==> src/rtl/mm_seq_ctrl_if.sv <==
// mm_seq_ctrl_if: handshake and address bundle between the job sequencer and
// the load / ALU / result logic it controls.
//   master modport : the sequencer (mm_seq_ctrl). It samples the job request
//                    and datapath status, and drives every enable and address.
//   slave modport  : the surrounding top level and datapath.
//   start_in, valid_input, alu_done             : requests and status into the sequencer
//   x_ready, x_wr_en, x_wr_addr                 : operand buffer load control
//   alu_en, count_mul, col_idx                  : ALU control
//   res_we, res_addr                            : result write control
//   busy, finish                                : job status
`timescale 1ns/1ps
interface mm_seq_ctrl_if #(
    parameter int unsigned N_X   = 32,
    parameter int unsigned N_COL = 4,
    parameter int unsigned N_MUL = 8
);
    localparam int unsigned X_W   = (N_X   > 1) ? $clog2(N_X)   : 1;
    localparam int unsigned COL_W = (N_COL > 1) ? $clog2(N_COL) : 1;
    localparam int unsigned MUL_W = (N_MUL > 1) ? $clog2(N_MUL) : 1;

    logic             start_in;
    logic             valid_input;
    logic             alu_done;
    logic             x_ready;
    logic             x_wr_en;
    logic [X_W-1:0]   x_wr_addr;
    logic             alu_en;
    logic [MUL_W-1:0] count_mul;
    logic [COL_W-1:0] col_idx;
    logic             res_we;
    logic [COL_W-1:0] res_addr;
    logic             busy;
    logic             finish;

    modport master (
        input  start_in,
        input  valid_input,
        input  alu_done,
        output x_ready,
        output x_wr_en,
        output x_wr_addr,
        output alu_en,
        output count_mul,
        output col_idx,
        output res_we,
        output res_addr,
        output busy,
        output finish
    );

    modport slave (
        output start_in,
        output valid_input,
        output alu_done,
        input  x_ready,
        input  x_wr_en,
        input  x_wr_addr,
        input  alu_en,
        input  count_mul,
        input  col_idx,
        input  res_we,
        input  res_addr,
        input  busy,
        input  finish
    );
endinterface

==> src/rtl/mm_seq_ctrl.sv <==
// mm_seq_ctrl: job sequencer for the matrix-multiply datapath.
// A start request opens a job: N_X operand bytes are loaded byte-serially,
// then the ALU runs once per output column (N_COL columns). Each column ends
// with a one-cycle result write, and the job ends with a one-cycle finish.
// Ports:
//   clk  : rising-edge clock
//   rst  : asynchronous active-high reset
//   bus  : mm_seq_ctrl_if.master. Requests and status come in; every load,
//          ALU and result enable and address goes out.
`timescale 1ns/1ps
module mm_seq_ctrl #(
    parameter int unsigned N_X   = 32,
    parameter int unsigned N_COL = 4,
    parameter int unsigned N_MUL = 8
) (
    input  logic          clk,
    input  logic          rst,
    mm_seq_ctrl_if.master bus
);
    localparam int unsigned X_W   = (N_X   > 1) ? $clog2(N_X)   : 1;
    localparam int unsigned COL_W = (N_COL > 1) ? $clog2(N_COL) : 1;
    localparam int unsigned MUL_W = (N_MUL > 1) ? $clog2(N_MUL) : 1;

    localparam logic [X_W-1:0]   X_LAST   = X_W'(N_X - 1);
    localparam logic [COL_W-1:0] COL_LAST = COL_W'(N_COL - 1);
    localparam logic [MUL_W-1:0] MUL_LAST = MUL_W'(N_MUL - 1);

    typedef enum logic [2:0] {
        S_IDLE  = 3'd0,
        S_LOAD  = 3'd1,
        S_MUL   = 3'd2,
        S_WRITE = 3'd3,
        S_NEXT  = 3'd4,
        S_DONE  = 3'd5
    } state_e;

    state_e           state_q, state_d;
    logic [X_W-1:0]   ld_cnt_q, ld_cnt_d;
    logic [MUL_W-1:0] mul_cnt_q, mul_cnt_d;
    logic [COL_W-1:0] col_q, col_d;

    logic x_ready_q;
    logic alu_en_q;
    logic res_we_q;
    logic busy_q;
    logic finish_q;

    // Next-state and counter update.
    always_comb begin
        state_d   = state_q;
        ld_cnt_d  = ld_cnt_q;
        mul_cnt_d = mul_cnt_q;
        col_d     = col_q;
        unique case (state_q)
            S_IDLE: begin
                if (bus.start_in) begin
                    state_d   = S_LOAD;
                    ld_cnt_d  = '0;
                    mul_cnt_d = '0;
                    col_d     = '0;
                end
            end
            S_LOAD: begin
                // The last byte exits LOAD, so the load count never wraps.
                if (bus.valid_input) begin
                    if (ld_cnt_q == X_LAST) begin
                        state_d = S_MUL;
                    end else begin
                        ld_cnt_d = ld_cnt_q + X_W'(1);
                    end
                end
            end
            S_MUL: begin
                // The step index saturates; alu_done may arrive at any step.
                if (mul_cnt_q != MUL_LAST) begin
                    mul_cnt_d = mul_cnt_q + MUL_W'(1);
                end
                if (bus.alu_done) begin
                    state_d = S_WRITE;
                end
            end
            S_WRITE: begin
                state_d = (col_q == COL_LAST) ? S_DONE : S_NEXT;
            end
            S_NEXT: begin
                col_d     = col_q + COL_W'(1);
                mul_cnt_d = '0;
                state_d   = S_MUL;
            end
            S_DONE: begin
                state_d = S_IDLE;
            end
            default: begin
                state_d = S_IDLE;
            end
        endcase
    end

    // State, counters and Moore outputs; outputs are decoded from the next
    // state so they line up with the registered state.
    always_ff @(posedge clk or posedge rst) begin
        if (rst) begin
            state_q   <= S_IDLE;
            ld_cnt_q  <= '0;
            mul_cnt_q <= '0;
            col_q     <= '0;
            x_ready_q <= 1'b0;
            alu_en_q  <= 1'b0;
            res_we_q  <= 1'b0;
            busy_q    <= 1'b0;
            finish_q  <= 1'b0;
        end else begin
            state_q   <= state_d;
            ld_cnt_q  <= ld_cnt_d;
            mul_cnt_q <= mul_cnt_d;
            col_q     <= col_d;
            x_ready_q <= (state_d == S_LOAD);
            alu_en_q  <= (state_d == S_MUL);
            res_we_q  <= (state_d == S_WRITE);
            busy_q    <= (state_d != S_IDLE);
            finish_q  <= (state_d == S_DONE);
        end
    end

    // The buffer write is gated directly by the incoming byte strobe.
    assign bus.x_wr_en   = x_ready_q & bus.valid_input;
    assign bus.x_ready   = x_ready_q;
    assign bus.x_wr_addr = ld_cnt_q;
    assign bus.alu_en    = alu_en_q;
    assign bus.count_mul = mul_cnt_q;
    assign bus.col_idx   = col_q;
    assign bus.res_we    = res_we_q;
    assign bus.res_addr  = col_q;
    assign bus.busy      = busy_q;
    assign bus.finish    = finish_q;

endmodule
==> src/flat_wrapper.sv <==
// flat-port wrapper written by rule: the top's interface ports become plain ports
module mm_seq_ctrl_flat 
#(
    parameter int unsigned N_X   = 32,
    parameter int unsigned N_COL = 4,
    parameter int unsigned N_MUL = 8
)
  (clk, rst, bus_start_in, bus_valid_input, bus_alu_done, bus_x_ready, bus_x_wr_en, bus_x_wr_addr, bus_alu_en, bus_count_mul, bus_col_idx, bus_res_we, bus_res_addr, bus_busy, bus_finish);
  mm_seq_ctrl_if #(.N_X(N_X), .N_COL(N_COL), .N_MUL(N_MUL)) bus_i ();
  input  logic clk;
  input  logic rst;
  input wire logic [$bits(bus_i.start_in)-1:0] bus_start_in;
  input wire logic [$bits(bus_i.valid_input)-1:0] bus_valid_input;
  input wire logic [$bits(bus_i.alu_done)-1:0] bus_alu_done;
  output wire logic [$bits(bus_i.x_ready)-1:0] bus_x_ready;
  output wire logic [$bits(bus_i.x_wr_en)-1:0] bus_x_wr_en;
  output wire logic [$bits(bus_i.x_wr_addr)-1:0] bus_x_wr_addr;
  output wire logic [$bits(bus_i.alu_en)-1:0] bus_alu_en;
  output wire logic [$bits(bus_i.count_mul)-1:0] bus_count_mul;
  output wire logic [$bits(bus_i.col_idx)-1:0] bus_col_idx;
  output wire logic [$bits(bus_i.res_we)-1:0] bus_res_we;
  output wire logic [$bits(bus_i.res_addr)-1:0] bus_res_addr;
  output wire logic [$bits(bus_i.busy)-1:0] bus_busy;
  output wire logic [$bits(bus_i.finish)-1:0] bus_finish;
  assign bus_i.start_in = bus_start_in;
  assign bus_i.valid_input = bus_valid_input;
  assign bus_i.alu_done = bus_alu_done;
  assign bus_x_ready = bus_i.x_ready;
  assign bus_x_wr_en = bus_i.x_wr_en;
  assign bus_x_wr_addr = bus_i.x_wr_addr;
  assign bus_alu_en = bus_i.alu_en;
  assign bus_count_mul = bus_i.count_mul;
  assign bus_col_idx = bus_i.col_idx;
  assign bus_res_we = bus_i.res_we;
  assign bus_res_addr = bus_i.res_addr;
  assign bus_busy = bus_i.busy;
  assign bus_finish = bus_i.finish;
  mm_seq_ctrl #(.N_X(N_X), .N_COL(N_COL), .N_MUL(N_MUL)) u_core (.clk(clk), .rst(rst), .bus(bus_i));
endmodule
==> config.mk <==
export PLATFORM = sky130hd
export DESIGN_NAME = mm_seq_ctrl_flat
export DESIGN_NICKNAME = d
export VERILOG_FILES = /design/src/rtl/mm_seq_ctrl_if.sv /design/src/rtl/mm_seq_ctrl.sv /design/src/flat_wrapper.sv
export SDC_FILE = /design/constraint.sdc
export NUM_CORES = 1
export LEC_CHECK = 0
export BUFFER_PORTS_ARGS = -buffer_cell sky130_fd_sc_hd__clkbuf_2
export CAP_MARGIN = 20
export CORE_ASPECT_RATIO = 0.75
export CORE_MARGIN = 2
export CORE_UTILIZATION = 50
export DETAILED_ROUTE_END_ITERATION = 6
export MAX_ROUTING_LAYER = met4
export PLACE_DENSITY_LB_ADDON = 0.3
export SYNTH_ARGS = -nofsm -noshare
export SYNTH_HDL_FRONTEND = slang
export SYNTH_SLANG_ARGS = --single-unit
==> constraint.sdc <==
create_clock -name clk -period 2.7 [get_ports clk]
set_clock_uncertainty 0.2 [all_clocks]
set_input_delay 0.405 -clock clk [delete_from_list [all_inputs] [get_ports clk]]
set_output_delay 0.405 -clock clk [all_outputs]
set_load 0.005 [all_outputs]
# --- Word-level counts from Yosys, hierarchy flattened ---
# Cells that the tools add are included.
# Widths: inputs -> output; s select.
classes:
  n_mux: 15
  n_eq_ne: 15
  bitwise_logic: 1
  n_addsub: 3
  n_reduce_logical: 8
op_table:
  columns: ["op", "count"]
  rows:
  - ["$mux 3", 6]
  - ["$mux 5", 3]
  - ["$pmux 3 s5", 1]
  - ["$eq 3x2->1 const B", 4]
  - ["$pmux 5 s2", 1]
  - ["$pmux 3 s3", 1]
  - ["$eq 3x1->1 const B", 2]
  - ["$eq 3x3->1 const B", 2]
  - ["$ne 2x2->1 const B", 3]
  - ["$reduce_bool 3->1", 2]
  - ["$add 5x1->5 const B", 1]
  - ["$eq 5x5->1 const B", 1]
  - ["$pmux 2 s2", 1]
  - ["$reduce_and 4->1", 1]
  - ["$reduce_bool 2->1", 2]
  - ["$add 3x1->3 const B", 1]
  - ["$logic_not 3->1", 1]
  - ["$ne 3x3->1 const B", 1]
  - ["$reduce_and 3->1", 1]
  - ["$add 2x1->2 const B", 1]
  - ["$eq 2x2->1 const B", 1]
  - ["$mux 2", 1]
  - ["$ne 2x1->1 const B", 1]
  - ["$reduce_and 2->1", 1]
  - ["other kinds (2)", 2]
totals:
  reg_bits: 18
  input_bits: 5
  out_inout_bits: 18

# --- Logic depth before layout (Yosys ltp) ---
# Gate-level depths: netlist of the first run.
logic_depth:
  ltp_word: 5
  mapped_depth: 6
  depth_no_buf: 6

# --- Least setup slack after synthesis of the first run ---
# Ideal clock, no wire load.
synth_timing:
  path_kind: "flip-flop to flip-flop"
  from: "reg u_core.ld_cnt_q[0] (netlist: u_core.bus.x_wr_addr[0])"
  to: "reg u_core.busy_q (netlist: u_core.bus.busy)"
  path_stages_with_launch: 7
  slack_ns: 0.782
  n_path_buf: 0
  t_arrival_ns: 1.586
  required_time_ns: 2.368
  setup_time_ns: 0.132
  path_cell_list: "dfrtp_1 ha_1 and3_1 ha_1 nand3b_1 a32o_1 or3b_1"
synth_via:
  elab_chain_len: 5
synth_rtl:
  columns: ["element", "line_no", "source"]
  rows:
  - ["start, declared", "mm_seq_ctrl.sv:38", "logic [X_W-1:0] ld_cnt_q, ld_cnt_d;"]
  - ["start signal, assigned", "mm_seq_ctrl.sv:114", "ld_cnt_q <= ld_cnt_d;"]
  - ["$eq 5x5->1", "mm_seq_ctrl.sv:66", "if (ld_cnt_q == X_LAST) begin"]
  - ["$mux 3", "mm_seq_ctrl.sv:66", null]
  - ["$mux 3", "mm_seq_ctrl.sv:65", "if (bus.valid_input) begin"]
  - ["$pmux 3 s5", "mm_seq_ctrl.sv:54", "unique case (state_q)"]
  - ["via u_core.state_d[0]", "mm_seq_ctrl.sv:37", "state_e state_q, state_d;"]
  - ["$reduce_bool 3->1", "mm_seq_ctrl.sv:120", "busy_q <= (state_d != S_IDLE);"]
  - ["end signal, assigned", "mm_seq_ctrl.sv:120", null]
  - ["end, declared", "mm_seq_ctrl.sv:45", "logic busy_q;"]
# The timed path passes the listed nets, and every way through them passes these cells.
# A chain may end at the register's enable or synchronous reset.

# --- Worst setup path after layout of the first run ---
# Ends and elaborated chain as after synthesis.

==> results of run 1 <==
==> worst max-delay path, stage by stage, from the launching register on <==
cell      delay [ps]
dfrtp_1          410
ha_1             180
and3_1           160
ha_1             190
nand3b_1         110
a32o_1           300
or3b_1           370
==> logic make-up after synthesis <==
kind of cell    after synthesis  share of synthesized area
compound gates               13                      0.117
xor+xnor                      1                    0.00960
fa+ha+maj                     5                     0.0686
buf+inv                       8                     0.0453
flops                        18                      0.494
mux                           5                     0.0631
simple gates                 29                      0.203
==> worst paths after layout <==
check / depth (start not counted) / to
setup / recovery: 6 / u_core.bus.busy
hold / removal: 2 / u_core.bus.res_we
setup reg to reg: 6 / u_core.bus.busy
hold reg to reg: 1 / u_core.bus.x_wr_addr[2]
max in group asynchronous: 3 / u_core.bus.count_mul[2]
min in group asynchronous: 3 / u_core.state_q[0]
==> flip-flops by register name (all words and copies together) (netlist names) <==
signal,count
u_core.bus.x_wr_addr,5
u_core.bus.count_mul,3
u_core.state_q,3
u_core.bus.col_idx,2
u_core.bus.alu_en,1
u_core.bus.busy,1
u_core.bus.finish,1
u_core.bus.res_we,1
u_core.bus.x_ready,1
==> routing by layer <==
metal | wire length (µm) | vias up | GRT usage
met1 | 819 | 303 | 0.237
met4 | 13 | 0 | 0.0385
li1 | - | 331 | -
met5 | 0 | - | -
met2 | 640 | 19 | 0.219
met3 | 95 | 2 | 0.0766
==> cell type report <==
class,instances,share of cell area
Clock buffer,4,0.0340
Timing Repair Buffer,23,0.113
Multi-Input combinational cell,53,0.394
Sequential cell,18,0.423
Tap cell,22,0.0258
Inverter,3,0.0106
==> power by group through the flow <==
stage	logic, mW	clock network [mW]	registers, mW
after floorplan	0.147	0	0.373
after global placement	0.214	0	0.385
after detailed placement	0.217	0	0.387
after CTS	0.219	0.169	0.382
after global routing	0.247	0.182	0.391
final	0.215	0.162	0.383
==> layout by cell type, fill, tap and decap left out, types with 2 or more instances in the layout <==
master    instances
clkbuf_2         22
nand3b_1          2
a22o_1            4
nor3_1            2
ha_1              5
a32o_1            2
nand3_1           2
mux2i_1           2
clkbuf_4          3
mux2_2            2
nor4b_1           2
nor2_1            2
nand2_1           2
inv_1             3
and2_1            2
and3_1            3
a21o_1            3
dfrtp_1          18
nand2b_1          5
or3b_1            2
==> summary.md, run 1 <==
| Metric | Value |
|---|---|
| Outcome | `complete, no violations` |
| Design area | `1070 µm²` |
| Total power draw | `761 µW` |
| N_diodes | `0` |
| Largest net degree at the start of global routing | `19` |
| Leakage | `approximately 0.56 nW` |
| Area share of the largest cell type after synthesis | `0.494` |
| Max Slew Vio Count | `0` |
| Endpoints failing setup | `0` |
| Die Height | `41.0 µm` |
| Gr ovfl total | `0` |
| Fin Setup TNS | `0 ps` |
| WP data arrival | `slightly above 2000 ps` |
| Crit path launch | `u_core.bus.x_wr_addr[0]` |
| Comb power frac | `0.283` |
| Register area | `450 µm²` |
| Hold_ws | `165 ps` |
| Worst setup margin | `657 ps` |
| R2R Path Start | `u_core.bus.x_wr_addr[0]` |
| H-tree depth | `1` |
| Synth top cells by count | `dfrtp_1 (18), ha_1 (5), nand2b_1 (5), a22o_1 (4)` |
| Clock power frac | `0.214` |
| Area of the mapped netlist | `912 µm²` |
| Maximum VDD drop | `0.000512 V` |
| Largest area contributor in the netlist | `dfrtp_1` |
| Minimum clock period | `2040 ps` |
| Final HPWL DP | `1.17 mm` |
| Seq/Total Area, Yosys | `0.494` |
| # rows | `13` |
| Antenna-violating nets left | `0` |
| Seq pwr share | `0.504` |
| PD cells | `roughly 710 nW/µm²` |
| Min-delay worst type | `input pin to flop` |
| WL final | `roughly 1.6 mm` |
| Drt drc | `0` |
| Req. time, crit path | `2670 ps` |
| Vias in the first global route | `roughly 500` |
| Cells after DPL | `118` |
| 1st-iter DRT viols | `11` |
| Hold Vio Cnt, Final | `0` |
| # fillers | `170` |
| Final period util | `0.757` |
| Post-synth ARST share | `1.00` |
| Worst R2R Setup Slack | `660 ps` |
| P_sw | `239 µW` |
| # IOs | `23` |
| Synth Net Count | `89` |
| Final #Nets | `about 110` |
| Initial Util | `0.529` |
| Placed cell area | `1020 µm²` |
| RSZ-0062 raised after global routing | `no` |
| DR vias/cell | `5.33` |
| Area Overhead vs Synth | `16.9%` |
| Total track usage | `0.169` |
| Crit end category | `flop` |
| Clock slew at reported path FFs | `100 ps` |
| IO Port Bufs | `22` |
| Rel. slew slack | `0.567` |
| Multi-input logic area | `approximately 420 µm²` |
| Yosys warns | `0` |
| CTS tree | `built` |
| Cell count after synthesis | `a little under 80` |
| Layout cells sized above 1 | `0.287` |
| Worst-Margin Slew | `648 ps` |
| Non-filler cells, final | `123` |
| Fin util | `0.618` |
| Int Pwr | `522 µW` |
| CP max FO | `4` |
| Longest Clk Path Bufs | `2` |
| Synth top area cells | `dfrtp_1 (49%), ha_1 (6.9%), a22o_1 (3.8%)` |
| Flops & latches, synth | `18` |
| Clock sinks | `18` |
| Setup repair bufs after CTS | `0` |
| Total number of vias | `655` |
| Hold-fix buffers, CTS | `1` |
| CTS root buf | `clkbuf_4` |
| Core Area | `1720 µm²` |
| Ys flop type | `dfrtp_1` |
| Distinct cells, synth | `31` |
| CP Class | `flop to flop` |
| Total CTS buffers | `3` |
| Worst-skew pair later-pin latency | `300 ps` |
| First-pass GRT wire length | `2.36 mm` |
| GPL Wtd Cong | `around 0.8` |
| Synth Area per Inst | `11.5 µm²` |
| Max-cap violations | `0` |
| EDFF count, synth | `0` |
| Placement Setup Slack | `roughly 670 ps` |
| Die width | `53.3 µm` |
| Most instantiated library cell after synthesis | `dfrtp_1` |
| FMAX | `a little under 500 MHz` |
| Switching share of total power | `0.314` |
| Full die area | `2190 µm²` |
| Post-CTS sizing | `0` |
| Worst Min Path Start | `bus_alu_done` |
| Initial antenna violation count | `0` |
| First drt pass iteration count | `4` |
| Setup crit start kind | `flop` |
| WL per Instance | `12.8 µm` |
No activity file was read; power rests on OpenSTA's default activity.
==> run 2: changes to the inputs <==
- clock period: 2.7 -> 2 ns (I/O delays scaled with it)
==> summary.md, run 2 (synthesized netlist as in run 1, its figures left out) <==
| Metric | Value |
|---|---|
| # IOs | `23` |
| Hold Vio Cnt, Final | `0` |
| Req. time, crit path | `1980 ps` |
| Area Overhead vs Synth | `23.2%` |
| Reg2reg path depth | `6` |
| DR vias/cell | `5.50` |
| Cells after DPL | `121` |
| Total number of vias | `699` |
| 1st-iter DRT viols | `15` |
| Final period util | `0.994` |
| Total track usage | `0.173` |
| Gr ovfl total | `0` |
| Worst path slowest cell | `dfrtp_1` |
| Comb power frac | `0.330` |
| Max-cap violations | `0` |
| FMAX | `approximately 500 MHz` |
| Worst R2R Setup Slack | `10 ps` |
| Minimum clock period | `approximately 2000 ps` |
| Maximum VDD drop | `about 0.00071 V` |
| Switching share of total power | `0.320` |
| Final #Nets | `116` |
| Final HPWL DP | `1.24 mm` |
| Family with the most delay on the worst path | `simple AND/OR/NAND/NOR gates` |
| Largest stage delay, worst path | `~370 ps` |
| Vias in the first global route | `488` |
| Worst path bufs/invs | `0` |
| Clock slew at reported path FFs | `around 100 ps` |
| Seq pwr share | `0.466` |
| WHS Path Cells | `2` |
| Die Height | `roughly 41 µm` |
| Placed cell area | `1040 µm²` |
| Full die area | `2190 µm²` |
| Outcome | `complete, no violations` |
| P_sw | `~350 µW` |
| R2R Path Start | `u_core.bus.x_wr_addr[1]` |
| Int Pwr | `750 µW` |
| Min-delay worst type | `input pin to flop` |
| Longest Clk Path Bufs | `2` |
| Rel. slew slack | `0.555` |
| # fillers | `149` |
| CP max FO | `4` |
| First drt pass iteration count | `4` |
| WP data arrival | `1970 ps` |
| CTS root buf | `clkbuf_4` |
| Layout cells sized above 1 | `0.362` |
| First-pass GRT wire length | `2.38 mm` |
| Leakage | `slightly below 0.6 nW` |
| Drt drc | `0` |
| Total CTS buffers | `3` |
| Initial antenna violation count | `0` |
| WL per Instance | `14.2 µm` |
| Levels on crit path | `6` |
| Clock sinks | `18` |
| WL final | `1.81 mm` |
| Crit end category | `flop` |
| CTS tree | `built` |
| Core Area | `1720 µm²` |
| Commonest cells after routing, fill and taps aside | `clkbuf_2 (22), dfrtp_1 (18), nand2b_1 (5)` |
| N_diodes | `0` |
| H-tree depth | `1` |
| Antenna-violating nets left | `0` |
| Largest net degree at the start of global routing | `19` |
| Worst-Margin Slew | `between 600 and 700 ps` |
| Initial Util | `0.529` |
| CP Class | `flop to flop` |
| FF-to-FF End | `u_core.bus.busy` |
| GPL Wtd Cong | `0.796` |
| WHS Endpoint | `u_core.bus.res_we` |
| Clock power frac | `0.204` |
| Worst-skew pair later-pin latency | `300 ps` |
| PD cells | `982 nW/µm²` |
| Most common cell after layout, fill and taps aside | `clkbuf_2` |
| Endpoints failing setup | `0` |
| Total power draw | `1.10 mW` |
| Die width | `53.3 µm` |
| Setup crit start kind | `flop` |
| Non-filler cells, final | `around 130` |
| IO Port Bufs | `22` |
| Max FFs per register | `5` |
| # rows | `13` |
| Sequence of cells on the critical path | `ha_2, and3_4, ha_4, nand3b_1, a32o_2, or3b_1` |
| Design area | `1120 µm²` |
| Max Slew Vio Count | `0` |
| Worst Min Path Start | `bus_alu_done` |
run 2: repair_timing:
| item | in CTS | in global routing |
|---|---|---|
| hold endpoints to repair | 18 | 0 |
| resized for setup | 0 | 6 |
| endpoints found under the setup margin | 0 | 5 |
| hold buffers | 1 | 0 |
| setup buffers | 0 | 1 |
run 2: final cells by class:
| cell class | count | area (µm²) | area share |
|---|---|---|---|
| well taps | 22 | 27.5 | 0.0245 |
| repair buffers | 27 | 150 | 0.134 |
| clock buffers | 4 | 36.3 | 0.0323 |
| multi-input cells | 53 | 448 | 0.399 |
| flip-flops and latches | 18 | 450 | 0.401 |
| inverters | 3 | 11.3 | 0.0100 |
run 2: metal layers:
metal / vias to the layer above / global-route usage / share of wire
met4: 0 / 0.0192 / 0
met2: 21 / 0.238 / 0.47
met5: - / - / 0
li1: 342 / - / -
met3: 0 / 0.0766 / 0.056
met1: 336 / 0.240 / 0.47
run 2: worst max path at each step:
| stage | start | end | slack [ps] |
|---|---|---|---|
| 2_1_floorplan | u_core.bus.x_wr_addr[0] | u_core.bus.busy | 80 |
| 3_3_place_gp | u_core.bus.x_wr_addr[1] | u_core.bus.busy | 70 |
| 3_5_place_dp | u_core.bus.x_wr_addr[1] | u_core.bus.busy | 50 |
| 4_1_cts | u_core.bus.x_wr_addr[1] | u_core.bus.busy | 20 |
| 5_1_grt | u_core.bus.x_wr_addr[1] | u_core.bus.busy | -70 |
| 6_report | u_core.bus.x_wr_addr[1] | u_core.bus.busy | 10 |
run 2: worst register-to-register path, stage by stage (launching register included):
cell and delay, ps:
dfrtp_1 370, ha_2 180, and3_4 190, ha_4 130, nand3b_1 130, a32o_2 330
or3b_1 350
run 2: power groups by stage:
stage          Clock [mW]  Sequential [mW]  Combinational (mW)
2_1_floorplan           0            0.503               0.198
3_3_place_gp            0            0.509               0.326
3_5_place_dp            0            0.510               0.335
4_1_cts             0.232            0.503               0.336
5_1_grt             0.242            0.523               0.413
6_report            0.225            0.514               0.365
run 2: per-stage QoR:
step | util | hold WS (ps) | setup WS, ps | setup TNS [ps]
after floorplan | - | 38.6 | 82.2 | 0
after global placement | 0.604 | 215 | 66.0 | 0
after detailed placement | 0.604 | 217 | 47.7 | 0
after CTS | 0.631 | 53.9 | 24.2 | 0
after global routing | 0.652 | 59.6 | -70.5 | -70.5
final | 0.652 | 66.9 | 12.2 | 0
==> run 3: changes to the inputs <==
- CORE_UTILIZATION: 50 -> 46
- clock period: 2 -> 1.65 ns (I/O delays scaled with it)
==> summary.md, run 3 (synthesized netlist as in run 1, its figures left out) <==
| Metric | Value |
|---|---|
| Total CTS buffers | `3` |
| Rel. slew slack | `0.786` |
| Crit end category | `flop` |
| CTS tree | `built` |
| Commonest cells after routing, fill and taps aside | `clkbuf_2 (22), buf_4 (22), dfrtp_1 (18)` |
| WL final | `~2.1 mm` |
| Placement Setup Slack | `-285 ps` |
| Layout cells sized above 1 | `0.500` |
| Antenna-violating nets left | `0` |
| First-pass GRT wire length | `approximately 3.5 mm` |
| Grt met1 use | `0.284` |
| Setup crit start kind | `flop` |
| WP data arrival | `around 1900 ps` |
| Max Slew Vio Count | `0` |
| Outcome | `complete, but fails checks` |
| PD cells | `1120 nW/µm²` |
| Worst path bufs/invs | `0` |
| # IOs | `23` |
| Total number of vias | `~780` |
| Failing checks | `negative setup slack` |
| Die Height | `42.6 µm` |
| Worst-skew pair later-pin latency | `about 300 ps` |
| Grt met3 use | `0.0648` |
| GPL Wtd Cong | `0.814` |
| Total power draw | `1.45 mW` |
| CTS root buf | `clkbuf_4` |
| Initial antenna violation count | `0` |
| Final HPWL DP | `1.59 mm` |
| Longest Clk Path Bufs | `2` |
| Die width | `55.4 µm` |
| Final period util | `1.16` |
| First drt pass iteration count | `4` |
| Worst path slowest cell | `dfrtp_1` |
| CP max FO | `4` |
| DR vias/cell | `5.36` |
| WL per Instance | `14.3 µm` |
| Clock slew at reported path FFs | `110 ps` |
| Req. time, crit path | `1640 ps` |
| Min-delay worst type | `input pin to flop` |
| Endpoints failing setup | `13` |
| Fin util | `0.717` |
| Leakage | `0.681 nW` |
| Final #Nets | `approximately 140` |
| Full die area | `2360 µm²` |
| Hold Vio Cnt, Final | `0` |
| Core Area | `1810 µm²` |
| Largest net degree at the start of global routing | `19` |
| Total track usage | `0.199` |
| Clock sinks | `18` |
| Vias in the first global route | `around 710` |
| Maximum VDD drop | `around 0.00073 V` |
| H-tree depth | `1` |
| 1st-iter DRT viols | `10` |
| Worst setup margin | `-264 ps` |
| Design area | `approximately 1300 µm²` |
| GRT busiest layer | `met1` |
| Max-cap violations | `0` |
| RSZ-0062 raised after global routing | `yes` |
| CP Class | `flop to flop` |
| Max FFs per register | `5` |
| # rows | `13` |
| Area Overhead vs Synth | `41.8%` |
| Family with the most delay on the worst path | `simple AND/OR/NAND/NOR gates` |
| Drt drc | `0` |
| Minimum clock period | `1910 ps` |
| Largest stage delay, worst path | `380 ps` |
| N_diodes | `0` |
| Placed cell area | `1200 µm²` |
| Gr ovfl total | `0` |
| # fillers | `~140` |
| Initial Util | `0.505` |
| Worst-Margin Slew | `321 ps` |
| Sequence of cells on the critical path | `ha_2, and3_4, ha_4, nand3b_1, a32o_2, or3b_1` |
| IO Port Bufs | `22` |
| FMAX | `522 MHz` |
| GR Util met2 | `0.274` |
==> run 3: changes by cell type in the layout (fill, tap and decap cells not counted), moves of 2 or more <==
cell / delta
buf_4: +18
ha_1: -2
ha_2: +2
nor3_1: -2
nor3_2: +2
==> run 3: metrics by stage <==
| step | hold WS [ps] | TNS, ps | instances |
|---|---|---|---|
| 6_report | 19.8 | -2100 | 146 |
| 5_1_grt | 8.16 | -2920 | 146 |
| 4_1_cts | 18.7 | -2020 | 144 |
| 3_5_place_dp | 62.3 | -2080 | 137 |
| 3_3_place_gp | 51.1 | -1420 | 137 |
| 2_1_floorplan | -13.9 | -1190 | 79 |
==> run 3: worst reg2reg max path, cell delays in order (launching register included) <==
cell      delay [ps]
dfrtp_1          380
ha_2             190
and3_4           180
ha_4             130
nand3b_1         100
a32o_2           290
or3b_1           340
==> run 3: power breakdown <==
| group | switching [mW] | internal [mW] |
|---|---|---|
| logic | 0.243 | 0.314 |
| clock network | 0.136 | 0.135 |
| registers | 0.0890 | 0.529 |
| total | 0.468 | 0.978 |
==> run 3: worst paths after layout <==
kind | startpoint | end | slack (ps) | cells after the start
max in group asynchronous | rst | u_core.state_q[2] | 770 | 4
worst max register to register | u_core.bus.x_wr_addr[0] | u_core.bus.busy | -260 | 6
min in group asynchronous | rst | u_core.bus.busy | 280 | 4
worst min-delay path | bus_alu_done | u_core.bus.res_we | 20 | 2
worst max-delay path | u_core.bus.x_wr_addr[0] | u_core.bus.busy | -260 | 6
worst min register to register | u_core.bus.x_wr_addr[2] | u_core.bus.x_wr_addr[2] | 400 | 2
==> run 3: final cells by class <==
type                       count  area, µm²  area share
sequential                    18        450       0.348
tap                           22       27.5      0.0213
timing repair buffer          46        297       0.229
inverter                       3       11.3     0.00870
multi-input combinational     53        472       0.365
clock buffer                   4       36.3      0.0280
==> run 3: timing repair <==
item                                    CTS  global route
gates cloned                              0             0
hold endpoints to repair                 18             0
gates resized for setup                   0             4
pin swaps                                 4             3
hold buffers                              1             0
buffers inserted                          2             2
endpoints found under the setup margin   12            13
==> run 3: layer usage <==
metal / wire, µm / up-vias / part of all wire
li1: - / 380 / -
met1: 992 / 370 / 0.48
met2: 947 / 31 / 0.45
met3: 132 / 2 / 0.063
met4: 13 / 0 / 0.0062
met5: 0 / - / 0
